`config.mk`:
```
export PLATFORM = sky130hd
export DESIGN_NAME = pmem_loader_flat
export DESIGN_NICKNAME = d
export VERILOG_FILES = /design/src/rtl/pmem_loader_if.sv /design/src/rtl/pmem_loader.sv /design/src/flat_wrapper.sv
export SDC_FILE = /design/constraint.sdc
export NUM_CORES = 1
export LEC_CHECK = 0
export ABC_AREA = 1
export BUFFER_PORTS_ARGS = -buffer_cell sky130_fd_sc_hd__buf_2
export CELL_PAD_IN_SITES_DETAIL_PLACEMENT = 1
export CELL_PAD_IN_SITES_GLOBAL_PLACEMENT = 1
export CORE_MARGIN = 5
export CORE_UTILIZATION = 47
export DETAILED_ROUTE_END_ITERATION = 16
export HOLD_SLACK_MARGIN = 0.12
export PLACE_DENSITY = 0.95
export SYNTH_ARGS = -nofsm -noshare
export SYNTH_HDL_FRONTEND = slang
export SYNTH_SLANG_ARGS = --single-unit
```
`constraint.sdc`:
```
create_clock -name clock -period 4.2 [get_ports clock]
set_input_delay 0.84 -clock clock [delete_from_list [all_inputs] [get_ports clock]]
set_output_delay 0.84 -clock clock [all_outputs]
set_load 0.005 [all_outputs]
```
`src/rtl/pmem_loader_if.sv`:
```
// Byte-stream and program-memory write bus between the swt16 program loader and its environment.
// master drives the byte stream and watches the write port; slave is the loader.
interface pmem_loader_if #(
    parameter int PMEM_ADDR_WIDTH = 12,
    parameter int PMEM_WORD_WIDTH = 16
);
    logic [7:0]                 byte_data;
    logic                       valid;
    logic                       ready;
    logic                       pmem_we;
    logic [PMEM_ADDR_WIDTH-1:0] pmem_addr;
    logic [PMEM_WORD_WIDTH-1:0] pmem_word;
    logic                       cpu_hold;
    logic                       done;
    logic                       error;

    modport master (
        output byte_data, valid,
        input  ready, pmem_we, pmem_addr, pmem_word, cpu_hold, done, error
    );

    modport slave (
        input  byte_data, valid,
        output ready, pmem_we, pmem_addr, pmem_word, cpu_hold, done, error
    );
endinterface

```
`src/rtl/pmem_loader.sv`:
```
// pmem_loader: assembles a framed byte stream into 16-bit words and writes them to swt16 program memory.
// Define PMEM_LOADER_CHECKSUM_EN to require a trailing modulo-256 checksum byte per frame.
module pmem_loader #(
    parameter int         PMEM_ADDR_WIDTH = 12,
    parameter int         PMEM_WORD_WIDTH = 16,
    parameter int         PC_INCREMENT    = 2,
    parameter logic [7:0] SYNC_BYTE       = 8'hA5
) (
    input  logic         clock,
    input  logic         reset,
    pmem_loader_if.slave bus
);
    typedef enum logic [3:0] {
        IDLE, ADDR_LO, ADDR_HI, CNT_LO, CNT_HI,
        DATA_LO, DATA_HI, WRITE, CHECK, FINISH
    } state_t;

    state_t                     state;
    logic                       ready_q;
    logic                       we_q;
    logic [PMEM_ADDR_WIDTH-1:0] pmem_addr_q;
    logic [PMEM_WORD_WIDTH-1:0] word_q;
    logic                       hold_q;
    logic                       done_q;
    logic [PMEM_ADDR_WIDTH-1:0] addr_q;
    logic [6:0]                 addr_lo_q;
    logic [7:0]                 cnt_lo_q;
    logic [15:0]                remaining_q;
    logic [7:0]                 lo_q;
`ifdef PMEM_LOADER_CHECKSUM_EN
    logic [7:0]                 chk_q;
    logic                       error_q;
`endif

    logic accept;
    assign accept = bus.valid && ready_q;

    always_ff @(posedge clock or negedge reset) begin
        if (!reset) begin
            // NOTE: the datapath registers are reset too, so the write port never shows X after reset.
            state       <= IDLE;
            ready_q     <= 1'b1;
            we_q        <= 1'b0;
            pmem_addr_q <= '0;
            word_q      <= '0;
            hold_q      <= 1'b0;
            done_q      <= 1'b0;
            addr_q      <= '0;
            addr_lo_q   <= '0;
            cnt_lo_q    <= '0;
            remaining_q <= '0;
            lo_q        <= '0;
`ifdef PMEM_LOADER_CHECKSUM_EN
            chk_q       <= '0;
            error_q     <= 1'b0;
`endif
        end else begin
            // NOTE: pulse outputs default low each cycle; the case below raises them for exactly one cycle.
            we_q   <= 1'b0;
            done_q <= 1'b0;
`ifdef PMEM_LOADER_CHECKSUM_EN
            error_q <= 1'b0;
            if (accept && (state inside {ADDR_LO, ADDR_HI, CNT_LO, CNT_HI, DATA_LO, DATA_HI}))
                chk_q <= chk_q + bus.byte_data;
`endif
            case (state)
                IDLE: begin
                    if (accept && bus.byte_data == SYNC_BYTE) begin
                        state  <= ADDR_LO;
                        hold_q <= 1'b1;
`ifdef PMEM_LOADER_CHECKSUM_EN
                        chk_q  <= '0;
`endif
                    end
                end
                ADDR_LO: begin
                    if (accept) begin
                        addr_lo_q <= bus.byte_data[7:1];
                        state     <= ADDR_HI;
                    end
                end
                ADDR_HI: begin
                    if (accept) begin
                        // Word-aligned: bit 0 is dropped, upper bits beyond the memory size are truncated.
                        addr_q <= PMEM_ADDR_WIDTH'({bus.byte_data, addr_lo_q, 1'b0});
                        state  <= CNT_LO;
                    end
                end
                CNT_LO: begin
                    if (accept) begin
                        cnt_lo_q <= bus.byte_data;
                        state    <= CNT_HI;
                    end
                end
                CNT_HI: begin
                    if (accept) begin
                        remaining_q <= {bus.byte_data, cnt_lo_q};
                        if ({bus.byte_data, cnt_lo_q} == 16'd0) begin
`ifdef PMEM_LOADER_CHECKSUM_EN
                            state   <= CHECK;
`else
                            state   <= FINISH;
                            ready_q <= 1'b0;
                            done_q  <= 1'b1;
`endif
                        end else begin
                            state <= DATA_LO;
                        end
                    end
                end
                DATA_LO: begin
                    if (accept) begin
                        lo_q  <= bus.byte_data;
                        state <= DATA_HI;
                    end
                end
                DATA_HI: begin
                    if (accept) begin
                        word_q      <= {bus.byte_data, lo_q};
                        pmem_addr_q <= addr_q;
                        we_q        <= 1'b1;
                        ready_q     <= 1'b0;
                        state       <= WRITE;
                    end
                end
                WRITE: begin
                    addr_q      <= addr_q + PMEM_ADDR_WIDTH'(PC_INCREMENT);
                    remaining_q <= remaining_q - 16'd1;
                    if (remaining_q == 16'd1) begin
`ifdef PMEM_LOADER_CHECKSUM_EN
                        state   <= CHECK;
                        ready_q <= 1'b1;
`else
                        state   <= FINISH;
                        done_q  <= 1'b1;
`endif
                    end else begin
                        state   <= DATA_LO;
                        ready_q <= 1'b1;
                    end
                end
`ifdef PMEM_LOADER_CHECKSUM_EN
                CHECK: begin
                    if (accept) begin
                        done_q  <= (bus.byte_data == chk_q);
                        error_q <= (bus.byte_data != chk_q);
                        ready_q <= 1'b0;
                        state   <= FINISH;
                    end
                end
`endif
                FINISH: begin
                    hold_q  <= 1'b0;
                    ready_q <= 1'b1;
                    state   <= IDLE;
                end
                default: begin
                    hold_q  <= 1'b0;
                    ready_q <= 1'b1;
                    state   <= IDLE;
                end
            endcase
        end
    end

    assign bus.ready     = ready_q;
    assign bus.pmem_we   = we_q;
    assign bus.pmem_addr = pmem_addr_q;
    assign bus.pmem_word = word_q;
    assign bus.cpu_hold  = hold_q;
    assign bus.done      = done_q;
`ifdef PMEM_LOADER_CHECKSUM_EN
    assign bus.error     = error_q;
`else
    assign bus.error     = 1'b0;
`endif
endmodule
```
`src/flat_wrapper.sv`:
```
// flat-port wrapper written by rule: the top's interface ports become plain ports
module pmem_loader_flat 
#(
    parameter int         PMEM_ADDR_WIDTH = 12,
    parameter int         PMEM_WORD_WIDTH = 16,
    parameter int         PC_INCREMENT    = 2,
    parameter logic [7:0] SYNC_BYTE       = 8'hA5
)
  (clock, reset, bus_byte_data, bus_valid, bus_ready, bus_pmem_we, bus_pmem_addr, bus_pmem_word, bus_cpu_hold, bus_done, bus_error);
  pmem_loader_if #(.PMEM_ADDR_WIDTH(PMEM_ADDR_WIDTH), .PMEM_WORD_WIDTH(PMEM_WORD_WIDTH)) bus_i ();
  input  logic clock;
  input  logic reset;
  input wire logic [$bits(bus_i.byte_data)-1:0] bus_byte_data;
  input wire logic [$bits(bus_i.valid)-1:0] bus_valid;
  output wire logic [$bits(bus_i.ready)-1:0] bus_ready;
  output wire logic [$bits(bus_i.pmem_we)-1:0] bus_pmem_we;
  output wire logic [$bits(bus_i.pmem_addr)-1:0] bus_pmem_addr;
  output wire logic [$bits(bus_i.pmem_word)-1:0] bus_pmem_word;
  output wire logic [$bits(bus_i.cpu_hold)-1:0] bus_cpu_hold;
  output wire logic [$bits(bus_i.done)-1:0] bus_done;
  output wire logic [$bits(bus_i.error)-1:0] bus_error;
  assign bus_i.byte_data = bus_byte_data;
  assign bus_i.valid = bus_valid;
  assign bus_ready = bus_i.ready;
  assign bus_pmem_we = bus_i.pmem_we;
  assign bus_pmem_addr = bus_i.pmem_addr;
  assign bus_pmem_word = bus_i.pmem_word;
  assign bus_cpu_hold = bus_i.cpu_hold;
  assign bus_done = bus_i.done;
  assign bus_error = bus_i.error;
  pmem_loader #(.PMEM_ADDR_WIDTH(PMEM_ADDR_WIDTH), .PMEM_WORD_WIDTH(PMEM_WORD_WIDTH), .PC_INCREMENT(PC_INCREMENT), .SYNC_BYTE(SYNC_BYTE)) u_core (.clock(clock), .reset(reset), .bus(bus_i));
endmodule
```
Word level (Yosys, flattened, before mapping) --
Index checks and enable logic that the tools add are counted.
Cells by class: add/subtract/negate cells 2, equal/unequal tests 18, muxes and demuxes 27, bitwise logic cells 2, reductions and logical operators 17
Operators with widths (number):
- $mux 4 | 9
- $pmux 16 s2 | 1
- $pmux 4 s8 | 1
- $pmux 12 s2 | 1
- $eq 16x1->1 const B | 1
- $eq 4x3->1 const B | 4
- $logic_not 16->1 | 1
- $mux 16 | 1
- $ne 2x1->1 const B | 8
- $sub 16x1->16 const B | 1
- $reduce_and 2->1 | 7
- $add 12x2->12 const B | 1
- $mux 12 | 1
- $mux 1 | 10
- $eq 4x2->1 const B | 2
- $eq 8x8->1 const B | 1
- $reduce_and 7->1 | 1
- $reduce_or 7->1 | 1
- $reduce_and 5->1 | 1
- $reduce_or 5->1 | 1
- $eq 4x1->1 const B | 1
- $logic_not 4->1 | 1
- $pmux 1 s2 | 2
- $pmux 1 s4 | 1
- 4 further kinds | 7
Word-level totals: flip-flop bits (word level) 87, input bits 11, output and inout bits 33

Longest topological paths before layout --
Gate-level depths: netlist (run 1).
word-level depth 4, depth in mapped cells 9

Worst setup path after synthesis (run 1) --
No wires, ideal clock.
kind input port to flip-flop, from in bus_valid, to reg u_core.addr_q[11], library setup time 0.065 ns, data arrival time 1.674 ns, required time 4.135 ns, path slack 2.461 ns, cell stages on the path 8, buffers on the path 0, path through nand2_2 inv_1 nand3_2 inv_1 nand3_1 o21ai_0 inv_1 nand2_1
On the way: cells in the longest elaborated chain, start to end 3
Ends and longest elaborated chain:
- start: declaration | line flat_wrapper.sv:14 | input wire logic [$bits(bus_i.valid)-1:0] bus_valid;
- $logic_and 1x1->1 | line pmem_loader.sv:36 | assign accept = bus.valid && ready_q;
- $ne 2x1->1 (no line)
- $reduce_and 2->1 (no line)
- end signal: assignment | line pmem_loader.sv:85 | addr_q <= PMEM_ADDR_WIDTH'({bus.byte_data, addr_lo_q, 1'b0});
- end signal: assignment | line pmem_loader.sv:127 | addr_q <= addr_q + PMEM_ADDR_WIDTH'(PC_INCREMENT);
- end: declaration | line pmem_loader.sv:25 | logic [PMEM_ADDR_WIDTH-1:0] addr_q;
Every way passes these cells. A chain may end at the register's enable or synchronous reset.

Worst setup path after layout (run 1) --
from reg u_core.state[3], to reg u_core.remaining_q[7]
On the way: cells in the longest elaborated chain, start to end 3, elaborated cells between the ends (all ways) 6, those cells by class 3 x eq/ne; 1 x mux; 2 x reduce/logical
Ends and longest elaborated chain:
- start: declaration | line pmem_loader.sv:18 | state_t state;
- start signal: assignment | line pmem_loader.sv:41 | state <= IDLE;
- start signal: assignment | line pmem_loader.sv:69 | state <= ADDR_LO;
- start signal: assignment | line pmem_loader.sv:79 | state <= ADDR_HI;
- $eq 4x3->1 | line pmem_loader.sv:66 | case (state)
- $ne 2x1->1 (no line) / $reduce_bool 2->1 (equally long branches)
- $reduce_and 2->1 (no line)
- end signal: assignment | line pmem_loader.sv:97 | remaining_q <= {bus.byte_data, cnt_lo_q};
- end signal: assignment | line pmem_loader.sv:128 | remaining_q <= remaining_q - 16'd1;
- end: declaration | line pmem_loader.sv:28 | logic [15:0] remaining_q;
Parallel ways exist; a longest one is shown, timed or not.

==> impl_metrics.yaml, run 1 <==
outcome:
  status: "finished, final reports clean"
timing:
  fmaxAchievable_mhz: 446
  relSlewSlack_pct: 28.4
  whs_ns: 0.488
  grt_setup_unrepaired: "no"
  tightest_slew_ns: 1.07
  min_period_ns: 2.24
  finalHoldViolCount: 0
  fin_skew_ns: 0.0135
  tns_ns: 0
  setup_viol: 0
  period_share_pct: 53.4
  slew_viol_final: 0
logic_synthesis:
  ys_top_cells_by_count: "nand2_1 (159), dfrtp_1 (84), nor2_1 (55)"
  synthCells: 529
  synth_edf_count: 0
  avgSynthCellArea_um2: 7.93
  ys_ff_latch: 85
  ys.warnings.count: 0
  ys_types: 31
  yosysMostFrequentCell: "nand2_1"
  ys_dominant_reg_cell: "dfrtp_1"
  yosysTopAreaCell: "dfrtp_1"
  synthTopCellsByArea: "dfrtp_1 (50%), nand2_1 (14%), o21ai_1 (5.1%)"
  synth_area_um2: 4190
  synth_top_area_share_pct: 50.1
  ys_seq_area_share_pct: 50.7
  synth-async-reset-ratio_pct: 100
layout:
  nets: 580
  antenna_cells: 0
  drive_gt1_share_pct: 14.9
  multiInputGateArea_um2: 1760
  final-seq-area_um2: 2130
  area_growth_pct: 10.3
  fillers: 1109
floorplanning:
  fp.dieH_um: 104
  fp-row-count: 34
  ios: 44
  die_area_um2: 10900
  die_w_um: 104
  coreArea_um2: 8720
  start_util_pct: 48.1
hold_path:
  worstHoldPathType: "register to register"
clock_tree:
  cts.clk_slew.worst_paths_ns: 0.10
  ctsResizeCount: 0
  cts_tree: "done"
  numCtsBuffers: 9
  postCtsHoldBufs: 0
  cts_buffer_depth: 2
  cts_root_buf: "clkbuf_8"
  cts_setup_buffers: 0
  h-tree-depth: 3
  clk_latency_ns: 0.36
  clock_sink_count: 85
detailed_routing:
  drt-pass1-iter-count: 4
  totalWireLength_mm: 12.0
  drc: 0
  via_count: 3813
  drtAntennaViolNets: 0
  drt-wirelength-per-cell_um: 17.7
  drt_first_iter_violations: 180
  via_per_inst: 5.62
critical_path:
  endpoint_kind: "register"
  critical_path_class: "register to register"
  cp_max_fo: 30
  worstSetupEndpoint: "u_core.remaining_q[7]"
  crit_start: "u_core.state[3]"
  arrival_ns: 2.51
  reg2reg_depth: 10
  r2r_start: "u_core.state[3]"
  ff2ff_setup_slack_ns: 1.96
  crit_slowest_cell: "dfrtp_1"
  cp.required_ns: 4.47
  cp-start-kind: "register"
  worstPathCellList: "inv_2 -> nand2_2 -> nor2_2 -> buf_4 -> inv_2 -> nand2_2 -> inv_1 -> nor2_1 -> nand2_1 -> o21ai_0"
  r2r-end: "u_core.remaining_q[7]"
  crit_path_max_incr_delay_ns: 0.49
power:
  internal_power_uw: 1890
  switching_power_uw: 1460
  power_frac_seq_pct: 44.4
  comb_power_share_pct: 38.6
  power_uw: 3350
  ir_worst_vdd_uv: 264
  p_sw_share_pct: 43.7
  clockPowerShare_pct: 17.0
  p_per_area_nw_per_um2: 724
  p_leak_uw: 0.00233
global_route:
  grt-ovfl-total: 0
  first_global_vias: 4033
  grt_pass1_wl_mm: 20.3
  grt_max_degree: 86
  antenna_found_initial: 0
  grtUsageTotal_pct: 22.7
place:
  numPortBuffers: 41
  hpwl_mm: 8.52
  routabilityCongestion: 0.834
run:
  drv_cap: 0
==> worst max-delay path: cells and delay by family (launching register included) <==
kind	cells	cell delay [ns]
compound gates	1	0.08
flops	1	0.49
buf+inv	4	0.90
simple gates	5	0.67
==> layout by cell type (no fill, tap or decap), types with 9 or more instances in the layout <==
cell	count
a21oi_1	10
buf_2	40
clkbuf_8	9
dfrtp_1	84
inv_1	45
nand2_1	159
nand3_1	34
nor2_1	55
o21ai_0	22
o21ai_1	43
==> worst min-delay path by stage <==
stage                       startpoint                 endpoint  cells past startpoint
4_1_cts               u_core.bus.ready         u_core.bus.ready                      2
5_1_grt               u_core.bus.ready         u_core.bus.ready                      2
3_5_place_dp   u_core.bus.pmem_word[7]  u_core.bus.pmem_word[7]                      2
6_report              u_core.bus.ready         u_core.bus.ready                      2
2_1_floorplan           u_core.lo_q[0]  u_core.bus.pmem_word[0]                      2
3_3_place_gp   u_core.bus.pmem_word[5]  u_core.bus.pmem_word[5]                      2
==> registers in the layout, summed over array words and instances, names as in the netlist <==
register              cells
u_core.bus.pmem_word     16
u_core.remaining_q       16
u_core.addr_q            11
u_core.bus.pmem_addr     11
u_core.cnt_lo_q           8
u_core.lo_q               8
u_core.addr_lo_q          7
u_core.state              4
u_core.bus.cpu_hold       1
u_core.bus.done           1
u_core.bus.pmem_we        1
u_core.bus.ready          1
==> power by group through the flow <==
stage                     logic (uW)  registers [uW]  clock network (uW)
after CTS                       1310            1480                 577
final                           1290            1490                 568
after global placement          1170            1460                   0
after floorplan                  878            1420                   0
after detailed placement        1280            1490                   0
after global routing            1460            1530                 619
==> cells by family (layout without fill, tap and decap cells) <==
family                   Yosys count  after routing  synth area share, %
flip-flops                        85             85                 50.7
AND/OR/NAND/NOR                  275            275                 27.9
XOR/XNOR                           4              4                0.835
adder cells (fa/ha/maj)            3              3                0.895
buffers and inverters             68            109                 7.28
AO/OA/AOI/OAI                     93             93                 12.2
other                              1              2               0.0894
==> per-stage QoR <==
stage	util [%]	instance area, um^2	cells	setup WS, ns
finish	53.1	4630	679	1.96
global placement	50.8	4430	663	2.09
global route	53.1	4630	679	1.74
CTS	53.1	4630	679	1.96
floorplan	-	4200	530	2.46
detailed placement	50.8	4430	663	1.97
==> layer usage <==
metal	part of all wire (%)	track usage (%)	vias up
met5	0	0	-
met3	4.4	4.03	19
met1	42	28.5	1935
met4	1.8	6.01	0
li1	-	-	1775
met2	51	40.3	84
==> area by class of cell <==
cell class	instances	share of cell area, %
tap	108	2.92
timing repair buffer	42	4.65
clock inverter	7	1.49
sequential	85	46.0
multi-input combinational	377	38.1
clock buffer	9	2.68
inverter	51	4.14
No activity file was read; power rests on OpenSTA's default activity.
==> run 2, diff against run 1 <==
--- a/config.mk
+++ b/config.mk
@@ -10,10 +10,10 @@
 export CELL_PAD_IN_SITES_DETAIL_PLACEMENT = 1
 export CELL_PAD_IN_SITES_GLOBAL_PLACEMENT = 1
 export CORE_MARGIN = 5
-export CORE_UTILIZATION = 47
+export CORE_UTILIZATION = 44
 export DETAILED_ROUTE_END_ITERATION = 16
 export HOLD_SLACK_MARGIN = 0.12
-export PLACE_DENSITY = 0.95
+export PLACE_DENSITY = 0.9
 export SYNTH_ARGS = -nofsm -noshare
 export SYNTH_HDL_FRONTEND = slang
 export SYNTH_SLANG_ARGS = --single-unit
==> constraint.sdc (replaced) <==
create_clock -name clock -period 2.1 [get_ports clock]
set_input_delay 0.42 -clock clock [delete_from_list [all_inputs] [get_ports clock]]
set_output_delay 0.42 -clock clock [all_outputs]
set_load 0.005 [all_outputs]
==> impl_metrics.yaml, run 2 (synthesis gave the netlist of run 1 again) <==
outcome:
  status: "finished, final reports clean"
clock_tree:
  cts_tree: "done"
  clk_latency_ns: 0.37
  h-tree-depth: 3
  clock_sink_count: 85
  cts_setup_buffers: 0
  numCtsBuffers: 9
  cts_buffer_depth: 2
  cts.clk_slew.worst_paths_ns: 0.10
  cts_root_buf: "clkbuf_8"
power:
  power_uw: 6660
  p_per_area_nw_per_um2: 1410
  ir_worst_vdd_uv: 616
  p_leak_uw: 0.00237
layout:
  drive_gt1_share_pct: 15.5
  nets: 585
  fillers: 1203
  area_growth_pct: 12.4
  final_common_cell: "nand2_1"
  final_cell_mix: "nand2_1 (159), dfrtp_1 (84), nor2_1 (55)"
  antenna_cells: 0
  finalNonFillerCells: 705
timing:
  relSlewSlack_pct: 65.4
  slew_viol_final: 0
  finalHoldViolCount: 0
  fin_skew_ns: 0.00990
  period_share_pct: 86.7
  grt_setup_unrepaired: "no"
  setup_viol: 0
  min_period_ns: 1.82
  fmaxAchievable_mhz: 549
  tns_ns: 0
  tightest_slew_ns: 0.517
hold_path:
  worstHoldPathType: "input pin to register"
global_route:
  first_global_vias: 3911
  grtUsageTotal_pct: 21.3
  antenna_found_initial: 0
  grt_pass1_wl_mm: 19.4
  grt_max_degree: 46
  grt-ovfl-total: 0
floorplanning:
  fp-row-count: 35
  start_util_pct: 45.2
  die_w_um: 108
  ios: 44
  coreArea_um2: 9280
  die_area_um2: 11600
  fp.dieH_um: 108
critical_path:
  worstPathCellList: "inv_2 -> nand2_2 -> nor2_2 -> inv_2 -> nand2_2 -> inv_1 -> nor2_1 -> nand2_1 -> o21ai_0"
  arrival_ns: 2.06
  cp-start-kind: "register"
  critical_path_class: "register to register"
  cp.required_ns: 2.34
  crit_path_max_incr_delay_ns: 0.51
  endpoint_kind: "register"
  crit_slowest_cell: "dfrtp_1"
  cp_max_fo: 20
detailed_routing:
  drtAntennaViolNets: 0
  via_per_inst: 5.27
  drt_first_iter_violations: 223
  drc: 0
  drt-wirelength-per-cell_um: 16.3
  totalWireLength_mm: 11.5
  drt-pass1-iter-count: 4
  via_count: 3713
place:
  hpwl_mm: 8.50
  numPortBuffers: 41
  routabilityCongestion: 0.867
  dp_cells: 688
run:
  drv_cap: 0
==> run 2: cell types whose count changed in the layout (fill, tap and decap cells not counted), sizes merged <==
cell | before | now
dlygate4sd3 | 0 | 1
buf | 42 | 46
clkinv | 2 | 4
clkinvlp | 2 | 0
==> run 2: path summary, 6_finish.rpt <==
kind / startpoint / endpoint / slack (ns) / cells after the start
hold reg to reg: u_core.bus.pmem_word[5] / u_core.bus.pmem_word[5] / 0.48 / 2
setup / recovery: u_core.state[3] / u_core.remaining_q[7] / 0.28 / 9
min in group asynchronous: reset / u_core.bus.pmem_addr[10] / 0.53 / 2
setup reg to reg: u_core.state[3] / u_core.remaining_q[7] / 0.28 / 9
max in group asynchronous: reset / u_core.addr_lo_q[4] / 0.94 / 3
hold / removal: bus_byte_data[1] / u_core.lo_q[1] / 0.40 / 3
==> run 2: critical path: cells and delay by family, from the launching register on <==
kind | cells | cell delay, ns
buffers and inverters | 3 | 0.55
AO/OA/AOI/OAI | 1 | 0.09
AND/OR/NAND/NOR | 5 | 0.55
flip-flops | 1 | 0.51
==> run 2: what timing repair did <==
action,in CTS,in global routing
gates resized for setup,0,0
hold buffers,1,0
endpoints found under the setup margin,0,0
hold endpoints to repair,25,0
==> run 2: where the power goes <==
part | total (uW) | internal (uW) | switching (uW)
sequential | 2930 | 2380 | 556
combinational | 2550 | 944 | 1600
clock | 1180 | 471 | 710
total | 6660 | 3790 | 2870
==> run 2: layout make-up <==
| class | instances | area [um^2] | share of cell area, % |
|---|---|---|---|
| Sequential cell | 85 | 2130 | 45.2 |
| Inverter | 51 | 191 | 4.06 |
| Multi-Input combinational cell | 377 | 1760 | 37.4 |
| Clock inverter | 7 | 76.3 | 1.62 |
| Clock buffer | 9 | 124 | 2.63 |
| Timing Repair Buffer | 47 | 268 | 5.68 |
| Tap cell | 129 | 161 | 3.42 |
==> run 2: through the flow <==
| step | hold slack (ns) | setup WS, ns | utilization (%) | instance area (um^2) |
|---|---|---|---|---|
| CTS | 0.377 | 0.275 | 50.8 | 4710 |
| finish | 0.401 | 0.280 | 50.8 | 4710 |
| detailed placement | 0.381 | 0.280 | 48.5 | 4500 |
| floorplan | 0.124 | 0.656 | - | 4200 |
| global placement | 0.385 | 0.427 | 48.5 | 4500 |
| global route | 0.406 | 0.151 | 50.8 | 4710 |
==> run 2: layer usage <==
metal	track usage, %	wire length [um]	vias to the layer above
li1	-	-	1785
met1	28.2	5160	1829
met2	35.9	5520	81
met3	3.12	570	18
met4	7.12	214	0
met5	0	0	-
==> run 3, diff against run 2 <==
--- a/config.mk
+++ b/config.mk
@@ -5,12 +5,11 @@
 export SDC_FILE = /design/constraint.sdc
 export NUM_CORES = 1
 export LEC_CHECK = 0
-export ABC_AREA = 1
 export BUFFER_PORTS_ARGS = -buffer_cell sky130_fd_sc_hd__buf_2
 export CELL_PAD_IN_SITES_DETAIL_PLACEMENT = 1
 export CELL_PAD_IN_SITES_GLOBAL_PLACEMENT = 1
 export CORE_MARGIN = 5
-export CORE_UTILIZATION = 44
+export CORE_UTILIZATION = 47
 export DETAILED_ROUTE_END_ITERATION = 16
 export HOLD_SLACK_MARGIN = 0.12
 export PLACE_DENSITY = 0.9
==> impl_metrics.yaml, run 3 <==
timing:
  slew_viol_final: 0
  fmaxAchievable_mhz: 499
  min_period_ns: 2.01
  relSlewSlack_pct: 58.6
  finalHoldViolCount: 0
  grt_setup_unrepaired: "no"
  setup_viol: 0
  setup_slack_ns: 0.0940
  tightest_slew_ns: 0.617
  whs_ns: 0.408
  tns_ns: 0
  fin_skew_ns: 0.0178
  period_share_pct: 95.5
place:
  routabilityCongestion: 0.925
  place_area_um2: 4410
  hpwl_mm: 8.33
  numPortBuffers: 41
  pre_cts_slack_ns: 0.101
logic_synthesis:
  yosys.area_share.simple_pct: 15.2
  ys_top_cells_by_count: "dfrtp_1 (84), mux2_2 (50), nand2_1 (23)"
  synth_top_area_share_pct: 52.5
  yosysMostFrequentCell: "dfrtp_1"
  synth_compound_area_share_pct: 13.1
  synth_edf_count: 0
  yosysTopAreaCell: "dfrtp_1"
  ys.warnings.count: 0
  synth_area_um2: 4010
  synth.area.mux_share_pct: 14.0
  synthCells: 348
  ys_seq_area_share_pct: 53.1
  yosys.area_share.xor_xnor_pct: 0
  synth-async-reset-ratio_pct: 100
  ys_types: 63
  synth_top_family_by_area: "simple AND/OR/NAND/NOR gates"
  avgSynthCellArea_um2: 11.5
  synthAdderAreaFrac_pct: 0.937
  ys_dominant_reg_cell: "dfrtp_1"
  ys_ff_latch: 85
  synthTopCellsByArea: "dfrtp_1 (52%), mux2_2 (14%), nand2_1 (2.2%)"
clock_tree:
  cts.clk_slew.worst_paths_ns: 0.09
  clk_latency_ns: 0.37
  cts_tree: "done"
  h-tree-depth: 3
  cts_setup_buffers: 0
  cts_root_buf: "clkbuf_8"
  cts_buffer_depth: 2
  clock_sink_count: 85
  numCtsBuffers: 9
power:
  p_sw_share_pct: 39.6
  switching_power_uw: 2390
  ir_worst_vdd_uv: 761
  clockPowerShare_pct: 18.8
  internal_power_uw: 3640
  p_leak_uw: 0.00208
  comb_power_share_pct: 31.8
  power_frac_seq_pct: 49.3
  p_per_area_nw_per_um2: 1310
layout:
  final-seq-area_um2: 2130
  fin_area_um2: 4620
  antenna_cells: 0
  nets: 418
  multiInputGateArea_um2: 1750
  fillers: 893
  final_cell_mix: "dfrtp_1 (83), mux2_2 (50), buf_2 (40)"
  final_common_cell: "dfrtp_1"
  drive_gt1_share_pct: 35.5
  area_growth_pct: 15.4
detailed_routing:
  wl_met1_mm: 4.92
  dr_wl_met3_um: 882
  via_count: 3329
  totalWireLength_mm: 12.5
  drtAntennaViolNets: 0
  highest_layer: "met4"
  wl_met2_mm: 6.23
  via_per_inst: 6.48
  drt_first_iter_violations: 316
  drt-wirelength-per-cell_um: 24.4
  drt-pass1-iter-count: 4
  drc: 0
floorplanning:
  die_area_um2: 10500
  fp.dieH_um: 102
  ios: 44
  die_w_um: 102
  coreArea_um2: 8260
  start_util_pct: 48.5
  fp-row-count: 33
critical_path:
  cp-start-kind: "register"
  cp_max_fo: 17
  critical_path_class: "register to register"
  r2r_start: "u_core.state[3]"
  arrival_ns: 2.25
  cp.required_ns: 2.34
  endpoint_kind: "register"
  reg2reg_depth: 5
  crit_start: "u_core.state[3]"
global_route:
  grt-ovfl-total: 0
  grt_max_degree: 86
  first_global_vias: 3517
  grtUsageTotal_pct: 25.1
  grt_pass1_wl_mm: 19.7
  antenna_found_initial: 0
hold_path:
  min_from: "bus_byte_data[1]"
  worstHoldPathType: "input pin to register"
  whs_path_depth: 3
run:
  drv_cap: 0
outcome:
  status: "finished, final reports clean"
run 3: cell count changes after synthesis, sizes merged, moves of 7 or more:
cell and delta:
nor2 -44, nand2 -142, nand3 -23, nor4 +10, o21ai -50, nor3 +7, inv -42, mux2 +50
run 3: final timing paths:
check	to	slack (ns)
max	u_core.remaining_q[9]	0.09
min	u_core.remaining_q[9]	0.41
max reg2reg	u_core.remaining_q[9]	0.09
min reg2reg	u_core.bus.pmem_addr[1]	0.51
max in group asynchronous	u_core.remaining_q[5]	1.10
min in group asynchronous	u_core.remaining_q[12]	0.59
run 3: cell type report:
cell class / count / share of cell area, %
clock inverter: 6 / 1.16
sequential: 85 / 46.0
multi-input combinational: 238 / 37.9
inverter: 9 / 0.731
timing repair buffer: 61 / 8.33
clock buffer: 10 / 2.98
tap: 105 / 2.84
run 3: timing repair:
| action | in CTS | in global routing |
|---|---|---|
| endpoints found under the hold margin | 84 | 0 |
| resized for setup | 1 | 2 |
| hold buffers | 1 | 0 |
| endpoints found under the setup margin | 1 | 4 |
run 3: per-stage QoR:
| step | cells | power, uW | util [%] |
|---|---|---|---|
| floorplan | 349 | 3960 | - |
| CTS | 514 | 5970 | 55.9 |
| global placement | 497 | 4550 | 53.4 |
| detailed placement | 497 | 4760 | 53.4 |
| finish | 514 | 6040 | 56.0 |
| global route | 514 | 6340 | 56.0 |
run 3: routing by layer:
metal	up-vias	global-route usage [%]
met5	-	0
met4	0	12.1
met3	39	4.71
met2	158	42.0
met1	1713	31.4
li1	1419	-
run 3: critical path, stage by stage (launching register included):
cell      delay (ns)
dfrtp_1         0.53
and4b_1         0.48
buf_4           0.30
nand3_1         0.10
o311ai_0        0.36
nand3_1         0.12
run 3: cell families after synthesis:
family | after synthesis
buffers and inverters | 26
and+or+nand+nor | 109
adders and majority gates | 3
other | 1
DFF | 85
muxes | 50
AOI/OAI and AO/OA | 74
run 3: power by group through the flow:
stage | registers (uW) | logic, uW | clock network (uW)
detailed placement | 2930 | 1840 | 0
CTS | 2930 | 1900 | 1140
global route | 3040 | 2080 | 1230
global placement | 2860 | 1690 | 0
floorplan | 2700 | 1270 | 0
finish | 2980 | 1920 | 1140
